<file path="config.mk">
export PLATFORM = sky130hd
export DESIGN_NAME = fetch_queue
export DESIGN_NICKNAME = d
export VERILOG_FILES = /design/src/rtl/fetch_queue.sv
export SDC_FILE = /design/constraint.sdc
export NUM_CORES = 1
export LEC_CHECK = 0
export ABC_CLOCK_PERIOD_IN_PS = 5400
export CAP_MARGIN = 20
export CORE_UTILIZATION = 68
export DETAILED_ROUTE_END_ITERATION = 8
export DONT_BUFFER_PORTS = 1
export PLACE_DENSITY_LB_ADDON = 0.08
export SYNTH_ARGS = -nofsm -noshare
export SYNTH_HDL_FRONTEND = slang
export SYNTH_SLANG_ARGS = --single-unit
</file>
<file path="constraint.sdc">
create_clock -name clk -period 5.4 [get_ports clk]
set_clock_uncertainty 0.15 [all_clocks]
set_input_delay 1.08 -clock clk [delete_from_list [all_inputs] [get_ports clk]]
set_output_delay 1.08 -clock clk [all_outputs]
set_load 0.05 [all_outputs]
</file>
<file path="src/rtl/fetch_queue.sv">
`default_nettype none
// ============================================================================
//  Module   : fetch_queue
//  Purpose  : IF-stage fetch front end. Issues sequential fetches under a
//             credit limit and buffers {inst, pc} in an in-order queue.
//             Redirects flush the queue and drop stale in-flight responses.
//  Revision : 1.0
// ============================================================================
module fetch_queue #(
    parameter int               XLEN     = 32,
    parameter int               DEPTH    = 4,
    parameter logic [XLEN-1:0]  RESET_PC = '0
) (
    input  logic                         clk,
    input  logic                         rst_n,
    output logic                         o_im_req_valid,
    output logic [XLEN-1:0]              o_im_req_addr,
    input  logic                         i_im_req_ready,
    input  logic                         i_im_rsp_valid,
    input  logic [31:0]                  i_im_rsp_inst,
    input  logic                         i_redirect,
    input  logic [XLEN-1:0]              i_redirect_pc,
    input  logic                         i_deq_ready,
    output logic                         o_deq_valid,
    output logic [31:0]                  o_deq_inst,
    output logic [XLEN-1:0]              o_deq_pc,
    output logic [$clog2(DEPTH+1)-1:0]   o_count
);

    localparam int              CW      = $clog2(DEPTH + 1);
    localparam int              PW      = (DEPTH > 1) ? $clog2(DEPTH) : 1;
    localparam logic [31:0]     c_NOP   = 32'h0000_0013;
    localparam logic [CW:0]     c_LIMIT = (CW + 1)'(DEPTH);
    localparam logic [XLEN-1:0] c_STEP  = XLEN'(4);

    logic [XLEN-1:0] r_fetch_pc;
    logic [XLEN-1:0] r_resp_pc;
    logic [CW-1:0]   r_outstanding;
    logic [CW-1:0]   r_drop;
    logic [CW-1:0]   r_count;
    logic [PW-1:0]   r_rd;
    logic [PW-1:0]   r_wr;
    logic [31:0]     r_inst_mem [DEPTH];
    logic [XLEN-1:0] r_pc_mem   [DEPTH];

    logic [CW:0]     w_used;
    logic            w_has_credit;
    logic            w_req_fire;
    logic            w_rsp_take;
    logic            w_enq;
    logic            w_deq;
    logic [CW-1:0]   w_req_inc;
    logic [CW-1:0]   w_rsp_dec;
    logic [CW-1:0]   w_enq_inc;
    logic [CW-1:0]   w_deq_dec;

    // Credits count both queued and in-flight entries, so the queue can never overflow.
    assign w_used       = (CW + 1)'(r_outstanding) + (CW + 1)'(r_count);
    assign w_has_credit = (w_used < c_LIMIT);

    assign o_im_req_valid = rst_n && !i_redirect && w_has_credit;
    assign o_im_req_addr  = r_fetch_pc;

    assign w_req_fire = o_im_req_valid && i_im_req_ready;
    // A response with nothing outstanding belongs to a request issued before reset.
    assign w_rsp_take = i_im_rsp_valid && (r_outstanding != '0);
    assign w_enq      = w_rsp_take && (r_drop == '0) && !i_redirect;

    assign o_deq_valid = (r_count != '0) && !i_redirect;
    assign w_deq       = o_deq_valid && i_deq_ready;
    assign o_deq_inst  = o_deq_valid ? r_inst_mem[r_rd] : c_NOP;
    assign o_deq_pc    = o_deq_valid ? r_pc_mem[r_rd] : '0;
    assign o_count     = r_count;

    assign w_req_inc = CW'(w_req_fire);
    assign w_rsp_dec = CW'(w_rsp_take);
    assign w_enq_inc = CW'(w_enq);
    assign w_deq_dec = CW'(w_deq);

    always_ff @(posedge clk or negedge rst_n) begin
        if (!rst_n) begin
            r_fetch_pc    <= RESET_PC;
            r_resp_pc     <= RESET_PC;
            r_outstanding <= '0;
            r_drop        <= '0;
            r_count       <= '0;
            r_rd          <= '0;
            r_wr          <= '0;
        end else if (i_redirect) begin
            // Everything still in flight (minus this cycle's arrival) is stale.
            r_fetch_pc    <= i_redirect_pc;
            r_resp_pc     <= i_redirect_pc;
            r_outstanding <= r_outstanding - w_rsp_dec;
            r_drop        <= r_outstanding - w_rsp_dec;
            r_count       <= '0;
            r_rd          <= '0;
            r_wr          <= '0;
        end else begin
            if (w_req_fire) begin
                r_fetch_pc <= r_fetch_pc + c_STEP;
            end
            r_outstanding <= r_outstanding + w_req_inc - w_rsp_dec;
            if (w_rsp_take) begin
                if (r_drop != '0) begin
                    r_drop <= r_drop - CW'(1);
                end else begin
                    r_wr      <= r_wr + PW'(1);
                    r_resp_pc <= r_resp_pc + c_STEP;
                end
            end
            if (w_deq) begin
                r_rd <= r_rd + PW'(1);
            end
            r_count <= r_count + w_enq_inc - w_deq_dec;
        end
    end

    // Payload storage needs no reset; r_count qualifies every read.
    always_ff @(posedge clk) begin
        if (w_enq) begin
            r_inst_mem[r_wr] <= i_im_rsp_inst;
            r_pc_mem[r_wr]   <= r_resp_pc;
        end
    end

endmodule
`default_nettype wire
</file>
==> impl_metrics.tcl <==
set metrics [dict create \
    whs_ns 0.0662 \
    coreArea_sq_mm 0.0203 \
    slew_headroom 0.212 \
    p_seq_frac 0.494 \
    post_cts_resized 0 \
    cp_slowest_cell "nor3_1" \
    io_pins 171 \
    cts_buffer_depth 3 \
    grt_pass1_wl_microns 50900 \
    outcome "complete, no violations" \
    routed_wl_microns 32700 \
    routed_via_density 6.83 \
    met1_usage 0.445 \
    fmax_mhz 218 \
    initial_utilization 0.697 \
    syn_inst 898 \
    grt_max_degree 82 \
    pwr-share-clk 0.312 \
    drt_pass1_iterations 5 \
    hold_path_class "primary input to asynchronous set/reset pin" \
    clockRootBuffer "clkbuf_16" \
    worstSetupPathType "flop to output pin" \
    p_leak_nw 5.17 \
    setup_tns_ns 0 \
    r2r_setup_slack_ns 1.25 \
    fin_cells 1197 \
    drive_gt1_frac 0.159 \
    synth-seq-area-share 0.679 \
    final_common_cell "edfxtp_1" \
    internal_power_mw 4.52 \
    ir_worst_vdd_mv 0.300 \
    synth_cell_types 59 \
    path_buf_inv 1 \
    ant_nets 0 \
    slew_violations 0 \
    post-route-min-period_ns 4.59 \
    cp_top_family "simple AND/OR/NAND/NOR gates" \
    track_usage 0.317 \
    grt_overflow_total 0 \
    path_clk_slew_ns 0.07 \
    die_h_microns 146 \
    cts_sinks 333 \
    area_growth_pct 8.69 \
    cts_buffers 31 \
    num-fill-cells 1122 \
    critical-path-max-stage-delay_ns 1.04 \
    layout_common_cells "edfxtp_1, dfrtp_1, and2_1, nand2_1, mux4_2" \
    worstPathRequired_ns 4.17 \
    drc_errors 0 \
    nets 991 \
    fin_crit_sh 0.849 \
    cellPowerDensity_mw_per_mm2 434 \
    rsz0062_at_grt "no" \
    cts_tree "built" \
    ys_ff_latch 333 \
    postCtsHoldBufs 0 \
    grt-busiest-layer "met2" \
    ys.warnings.count 0 \
    pwr-share-comb 0.193 \
    hpwl_microns 19100 \
    hold_violations 0 \
    antenna_cells 0 \
    grt.met3_usage 0.0722 \
    insertion_delay_ns 0.55 \
    power_switching_mw 2.15 \
    dr_total_vias 8179 \
    drtIter0Drc 775 \
    path_cells "nor3_1 -> nor2_4 -> buf_4 -> and2_1" \
    drv_cap 0 \
    fp-row-count 52 \
    antenna_found_initial 0 \
    synthArstFlopShare 0.231 \
    dieArea_sq_mm 0.0214 \
    synth_area_sq_mm 0.0142 \
    postCtsSetupRepairBufs 0 \
    globalplace.congestion 0.911 \
    worst_pin_slew_ns 1.17 \
    syn_nets 986 \
    first_global_vias 8399 \
    worstPathArrival_ns 3.36 \
    cts_max_level 1 \
    cp-end-kind "output pin" \
    met2_usage 0.518 \
    crit_path_start_kind "flop" \
    port_buffers 0 \
    netSwitchingFraction 0.322 \
    wl_per_cell_microns 27.3 \
    syn_avg_cell_area_sq_um 15.8 \
    synth_edf_count 256 \
    cp_max_fo 44 \
    setup_viol 0 \
    synthFlopType "edfxtp_1" \
    power.total_mw 6.67 \
    fp.dieW_microns 146 \
    dp_cells 1140 \
]
## power groups by stage
stage	logic, mW	registers (mW)	clock network [mW]
after CTS	1.30	3.30	2.12
after floorplan	1.17	3.21	0
final	1.29	3.30	2.08
after global routing	1.38	3.33	2.21
after global placement	1.25	3.33	0
after detailed placement	1.28	3.35	0
## synth_stat cells, types with 6 or more instances
cell      instances  area, sq um
mux4_2           64         1440
and2_1           66          413
xnor2_1          24          210
nand4_1          14         87.6
nand3_1          30          150
a21oi_1           9         45.0
o21ai_0          43          215
nor4_1            6         37.5
nand2_1          65          244
mux2_2            8         90.1
nor2_1           30          113
o211ai_1         17          128
or3_1             8         50.1
xor2_1           15          131
and3_1           13         81.3
ha_1             16          200
buf_2            10         50.1
dfrtp_1          77         1930
inv_1            25         93.8
and4_1            7         61.3
edfxtp_1        256         7690
nor3_1           14         70.1
clkbuf_1         25         93.8
## flip-flops by register name (all words and copies together), names as in the netlist
signal,count
o_count,3
o_im_req_addr,32
r_drop,3
r_inst_mem,128
r_outstanding,3
r_pc_mem,128
r_rd,2
r_resp_pc,32
r_wr,2
## logic make-up (layout without fill, tap and decap cells)
group | count (synthesis) | count (layout) | share of synthesized area
muxes | 75 | 75 | 0.110
adders and majority gates | 18 | 18 | 0.0170
AOI/OAI and AO/OA | 91 | 91 | 0.0399
and+or+nand+nor | 276 | 276 | 0.109
xor gates and xnor gates | 39 | 39 | 0.0241
buffers and inverters | 66 | 95 | 0.0209
DFF | 333 | 333 | 0.679
## stage by stage
stage          area (sq um)   util  setup slack, ns
4_1_cts               15400  0.758            0.803
3_3_place_gp          14400  0.711             1.51
5_1_grt               15400  0.758            0.697
2_1_floorplan         14200      -             1.49
3_5_place_dp          14400  0.711             1.38
6_report              15400  0.758            0.813
## area by class of cell
| type | instances | area [sq um] | area share |
|---|---|---|---|
| multi-input cells | 499 | 4260 | 0.277 |
| inverters | 26 | 97.6 | 0.00634 |
| clock inverters | 23 | 170 | 0.0111 |
| well taps | 270 | 338 | 0.0220 |
| flip-flops and latches | 333 | 9620 | 0.625 |
| clock buffers | 34 | 787 | 0.0512 |
| repair buffers | 12 | 115 | 0.00748 |
## per-layer routing
layer | vias to the layer above | routed length [microns]
li1 | 3464 | -
met1 | 4177 | 12500
met2 | 498 | 16500
met3 | 40 | 3210
met4 | 0 | 482
met5 | - | 0
## final timing paths
kind	depth (start not counted)	endpoint	startpoint
min in group clk	2	r_drop[1]$_DFFE_PN0P_	r_drop[1]$_DFFE_PN0P_
max reg2reg	11	o_count[2]$_DFF_PN0_	o_count[1]$_DFF_PN0_
max	4	o_deq_pc[25]	o_count[1]$_DFF_PN0_
min	0	o_im_req_addr[6]$_DFFE_PN0N_	rst_n
max in group asynchronous	0	r_rd[0]$_DFFE_PN0P_	rst_n
min reg2reg	2	r_drop[1]$_DFFE_PN0P_	r_drop[1]$_DFFE_PN0P_
Power figures use the tool's default switching activity.
